--- config.mk ---
export PLATFORM = sky130hd
export DESIGN_NAME = if_fetch_queue
export DESIGN_NICKNAME = d
export VERILOG_FILES = /design/src/rtl/if_fetch_queue_pkg.sv /design/src/rtl/if_fetch_queue_buf.sv /design/src/rtl/if_fetch_queue.sv
export SDC_FILE = /design/constraint.sdc
export NUM_CORES = 1
export LEC_CHECK = 0
export BUFFER_PORTS_ARGS = -buffer_cell sky130_fd_sc_hd__clkbuf_2
export CORE_UTILIZATION = 30
export DETAILED_ROUTE_END_ITERATION = 8
export GPL_TIMING_DRIVEN = 0
export HOLD_SLACK_MARGIN = 0.15
export SLEW_MARGIN = 20
export SYNTH_ARGS = -nofsm -noshare
export SYNTH_HDL_FRONTEND = slang
export SYNTH_HIERARCHICAL = 1
export SYNTH_SLANG_ARGS = --single-unit
--- constraint.sdc ---
create_clock -name clk -period 4.4 [get_ports clk]
set_input_delay 0.88 -clock clk [delete_from_list [all_inputs] [get_ports clk]]
set_output_delay 0.88 -clock clk [all_outputs]
set_load 0.05 [all_outputs]
--- src/rtl/if_fetch_queue_pkg.sv ---
// if_pkg: shared types and defaults for the instruction-fetch front end.
package if_pkg;

    localparam int unsigned ADDR_W_DEF  = 32;
    localparam int unsigned INSN_W_DEF  = 32;

    typedef logic [ADDR_W_DEF-1:0] addr_t;
    typedef logic [INSN_W_DEF-1:0] insn_t;

    localparam addr_t       RESET_PC_DEF = '0;
    localparam int unsigned PC_STEP_DEF  = 4;

    typedef struct packed {
        addr_t pc;
        insn_t insn;
    } fetch_entry_t;

endpackage

--- src/rtl/if_fetch_queue_buf.sv ---
// fetch_buf: first-word-fall-through FIFO of fetch entries with a single-cycle flush.
module fetch_buf
    import if_pkg::*;
#(
    parameter int unsigned DEPTH   = 4,
    parameter type         entry_t = fetch_entry_t
) (
    input  logic                     clk,
    input  logic                     rst,
    input  logic                     push,
    input  entry_t                   push_data,
    input  logic                     pop,
    input  logic                     flush,
    output entry_t                   head,
    output logic                     empty,
    output logic                     full,
    output logic [$clog2(DEPTH):0]   count
);

    localparam int unsigned PW = $clog2(DEPTH);
    localparam int unsigned CW = PW + 1;

    entry_t          mem [DEPTH];
    logic [PW-1:0]   rd_ptr;
    logic [PW-1:0]   wr_ptr;
    logic            do_push;
    logic            do_pop;

    assign empty   = count == '0;
    assign full    = count == CW'(DEPTH);
    assign do_pop  = pop && !empty;
    // A full buffer still accepts a push when the head leaves in the same cycle.
    assign do_push = push && (!full || do_pop);
    assign head    = mem[rd_ptr];

    always_ff @(posedge clk or negedge rst) begin
        if (!rst) begin
            rd_ptr <= '0;
            wr_ptr <= '0;
            count  <= '0;
        end else if (flush) begin
            rd_ptr <= '0;
            wr_ptr <= '0;
            count  <= '0;
        end else begin
            if (do_push) wr_ptr <= wr_ptr + 1'b1;
            if (do_pop)  rd_ptr <= rd_ptr + 1'b1;
            count <= count + CW'(do_push) - CW'(do_pop);
        end
    end

    always_ff @(posedge clk) begin
        if (do_push && !flush) mem[wr_ptr] <= push_data;
    end

endmodule

--- src/rtl/if_fetch_queue.sv ---
// if_fetch_queue: fetch PC owner issuing pipelined imem requests and buffering
// returned instructions for decode; redirects flush and discard stale responses.
module if_fetch_queue
    import if_pkg::*;
#(
    parameter int unsigned       ADDR_W    = ADDR_W_DEF,
    parameter int unsigned       INSN_W    = INSN_W_DEF,
    parameter int unsigned       DEPTH     = 4,
    parameter int unsigned       MAX_OUTST = 2,
    parameter logic [ADDR_W-1:0] RESET_PC  = ADDR_W'(RESET_PC_DEF),
    parameter int unsigned       PC_STEP   = PC_STEP_DEF
) (
    input  logic              clk,
    input  logic              rst,
    input  logic              redirect_valid,
    input  logic [ADDR_W-1:0] redirect_addr,
    output logic              imem_req_valid,
    input  logic              imem_req_ready,
    output logic [ADDR_W-1:0] imem_req_addr,
    input  logic              imem_rsp_valid,
    input  logic [INSN_W-1:0] imem_rsp_data,
    output logic              out_valid,
    input  logic              out_ready,
    output logic [ADDR_W-1:0] out_pc,
    output logic [INSN_W-1:0] out_insn,
    output logic              busy
);

    typedef struct packed {
        logic [ADDR_W-1:0] pc;
        logic [INSN_W-1:0] insn;
    } entry_t;

    localparam int unsigned       OW   = $clog2(MAX_OUTST + 1);
    localparam int unsigned       CW   = $clog2(DEPTH) + 1;
    localparam logic [ADDR_W-1:0] STEP = ADDR_W'(PC_STEP);

    logic [ADDR_W-1:0] fetch_pc;
    logic [ADDR_W-1:0] resp_pc;
    logic [OW-1:0]     outstanding;
    logic [OW-1:0]     drop_cnt;
    logic [CW-1:0]     occ;
    logic              buf_empty;
    logic              buf_full;
    logic              fire;
    logic              push;
    entry_t            push_data;
    entry_t            head;

    logic [ADDR_W-1:0] fetch_pc_next;
    logic [ADDR_W-1:0] resp_pc_next;
    logic [OW-1:0]     outstanding_next;
    logic [OW-1:0]     drop_cnt_next;

    // Stale requests still hold credit, so every live response has a free slot.
    assign imem_req_valid = rst
                         && (32'(occ) + 32'(outstanding) < DEPTH)
                         && (32'(outstanding) < MAX_OUTST);
    assign imem_req_addr  = fetch_pc;
    assign fire           = imem_req_valid && imem_req_ready;
    assign push           = imem_rsp_valid && drop_cnt == '0 && !redirect_valid;
    assign push_data      = '{pc: resp_pc, insn: imem_rsp_data};

    assign out_valid = !buf_empty;
    assign out_pc    = head.pc;
    assign out_insn  = head.insn;
    assign busy      = outstanding != '0 || !buf_empty;

    always_comb begin
        outstanding_next = outstanding + OW'(fire) - OW'(imem_rsp_valid);
        drop_cnt_next    = redirect_valid ? outstanding_next
                         : (imem_rsp_valid && drop_cnt != '0) ? drop_cnt - 1'b1
                         : drop_cnt;
        fetch_pc_next    = redirect_valid ? redirect_addr
                         : fire ? fetch_pc + STEP
                         : fetch_pc;
        resp_pc_next     = redirect_valid ? redirect_addr
                         : push ? resp_pc + STEP
                         : resp_pc;
    end

    always_ff @(posedge clk or negedge rst) begin
        if (!rst) begin
            fetch_pc    <= RESET_PC;
            resp_pc     <= RESET_PC;
            outstanding <= '0;
            drop_cnt    <= '0;
        end else begin
            fetch_pc    <= fetch_pc_next;
            resp_pc     <= resp_pc_next;
            outstanding <= outstanding_next;
            drop_cnt    <= drop_cnt_next;
        end
    end

    fetch_buf #(
        .DEPTH   (DEPTH),
        .entry_t (entry_t)
    ) u_buf (
        .clk       (clk),
        .rst       (rst),
        .push      (push),
        .push_data (push_data),
        .pop       (out_ready),
        .flush     (redirect_valid),
        .head      (head),
        .empty     (buf_empty),
        .full      (buf_full),
        .count     (occ)
    );

    a_rsp_expected: assert property (@(posedge clk) disable iff (!rst)
        imem_rsp_valid |-> outstanding != '0);
    a_drop_le_outst: assert property (@(posedge clk) disable iff (!rst)
        drop_cnt <= outstanding);
    a_credit: assert property (@(posedge clk) disable iff (!rst)
        32'(occ) + 32'(outstanding) <= DEPTH);
    a_no_overflow: assert property (@(posedge clk) disable iff (!rst)
        (buf_full && push) |-> out_ready);

endmodule

==> impl_metrics.py <==
metrics = {
    "status": {
        "status": "finished clean",
    },
    "sta": {
        "finalSetupTns_ps": 0,
        "finalCritPeriodShare_pct": 84.4,
        "setup_slack_ps": 686,
        "setup_viol": 0,
        "skew_ps": 15.9,
        "slew_headroom_pct": 46.4,
        "period_minus_slack_ps": 3710,
        "holdWs_ps": 361,
        "max_freq_mhz": 269,
        "slew_violations": 0,
        "rsz0062_at_grt": "false",
        "worstMarginPinSlew_ps": 805,
        "hold_viol": 0,
    },
    "final_layout": {
        "antennaDiodeCount": 0,
        "area_growth_pct": 21.2,
        "fin_nets": 1133,
        "final_util_pct": 36.8,
        "stdcell_count": 1678,
        "drive_above_1_share_pct": 30.4,
    },
    "clock_network": {
        "ctsResizeCount": 0,
        "cts_tree": "built",
        "cts_hold_buffers": 0,
        "cts_max_level": 2,
        "path_clk_slew_ps": 60,
        "numCtsBuffers": 37,
        "cts_sinks": 331,
        "postCtsSetupBuffers": 0,
        "clockBufferDepth": 3,
        "clk_latency_ps": 550,
        "clockRootBuffer": "clkbuf_16",
    },
    "pwr": {
        "powerDensity_mw_per_mm2": 547,
        "leakagePower_uw": 0.00582,
        "peakVddDrop_mv": 0.306,
    },
    "setup_path": {
        "arrival_ps": 2830,
        "worst-path-max-fanout": 76,
        "startpoint_type": "primary input",
        "r2r-start": "drop_cnt[0]$_DFFE_PN0P_",
        "crit_start": "rst",
        "end_kind": "output port",
        "worstSetupPathType": "primary input to output port",
        "required_ps": 3520,
    },
    "route": {
        "first_pass_iters": 6,
        "post_drt_via_cell_ratio": 5.01,
        "drc": 0,
        "wl_per_cell_um": 19.9,
        "drtIter0Drc": 585,
        "ant_nets": 0,
        "wirelength_um": 33400,
        "num_vias": 8409,
    },
    "yosys": {
        "synth_fp_nets": 923,
        "syn_avg_cell_area_um2": 16.4,
        "syn_area_mm2": 0.0137,
        "post_synth_inst_count": 840,
        "synth_warnings": 6,
    },
    "place": {
        "post-place-ws_ps": 513,
        "place_congestion": 0.853,
        "hpwl_um": 22500,
        "port-buffer-count": 167,
        "place_inst": 1611,
    },
    "die": {
        "dieWidth_um": 216,
        "fp.coreArea_mm2": 0.0453,
        "io_pins": 169,
        "initial_core_util_pct": 30.4,
        "rows": 78,
        "die_h_um": 216,
        "dieArea_mm2": 0.0467,
    },
    "hold_path": {
        "hp-class": "primary input to asynchronous set/reset pin",
    },
    "global_route": {
        "grt_pass1_vias": 8399,
        "grt.overflow.total": 0,
        "grt_use_total_pct": 14.4,
        "grt_max_degree": 77,
        "antenna_found_initial": 0,
        "grt_pass1_wl_um": 50900,
    },
    "flow_run": {
        "maxCapViolCount": 0,
    },
}
-- layer usage --
metal	global-route usage, %	up-vias	wire length, um
li1	-	3789	-
met1	20.4	4263	15300
met2	22.3	312	15400
met3	2.65	45	2070
met4	4.74	0	713
met5	0	-	0
-- worst paths after layout --
path | end | slack (ps) | depth (start not counted)
worst min-delay path | imem_req_addr[16]$_DFFE_PN0P_ | 360 | 1
max in group asynchronous | resp_pc[29]$_DFFE_PN0N_ | 3560 | 1
worst max-delay path | imem_req_valid | 690 | 5
min in group clk | u_buf/mem[0][32]$_DFFE_PP_ | 520 | 0
worst min register to register | u_buf/mem[0][32]$_DFFE_PP_ | 520 | 0
worst max register to register | u_buf/mem[3][18]$_DFFE_PP_ | 1620 | 7
-- worst max-delay path, stage by stage --
cell and delay (ps):
clkbuf_8 500, nor4b_4 590, nand2_1 340, inv_1 160
clkbuf_2 290
-- placed cells by master (no fill, tap or decap), drive strengths merged, types with 11 or more instances in the layout --
cell type	instances
a211oi	11
a21oi	17
a31oi	18
and4	11
buf	23
clkbuf	236
clkinv	13
dfrtp	75
edfxtp	256
ha	12
inv	29
mux4	64
nand2	33
nand3	23
nand4	25
nor2	45
nor3	17
nor4	17
o21ai	17
o31ai	15
or3	11
or4	14
xnor2	18
-- where the power goes --
part | internal (uW) | switching [uW] | total (uW)
Clock | 1770 | 1250 | 3030
Sequential | 3550 | 189 | 3740
Combinational | 755 | 1590 | 2350
Total | 6080 | 3040 | 9120
-- cell type report --
cell class,count,area (um2)
timing repair buffer,171,955
fill,4357,28600
tap,600,751
multi-input combinational,439,3870
clock inverter,21,213
sequential,331,9560
clock buffer,46,980
inverter,28,105
buffer,42,211
-- through the flow --
| stage | instance area, um2 | power, uW |
|---|---|---|
| floorplan | 13700 | 5560 |
| global placement | 15300 | 6170 |
| detailed placement | 15500 | 6200 |
| CTS | 16700 | 9270 |
| global route | 16700 | 9510 |
| finish | 16700 | 9120 |
-- state kept, by name, summed over array words and instances (netlist names) --
| register | count |
|---|---|
| drop_cnt | 2 |
| u_buf/count | 3 |
| outstanding | 2 |
| u_buf/mem | 256 |
| imem_req_addr | 32 |
| u_buf/wr_ptr | 2 |
| resp_pc | 32 |
| u_buf/rd_ptr | 2 |
(Power assumes the default switching activity.)
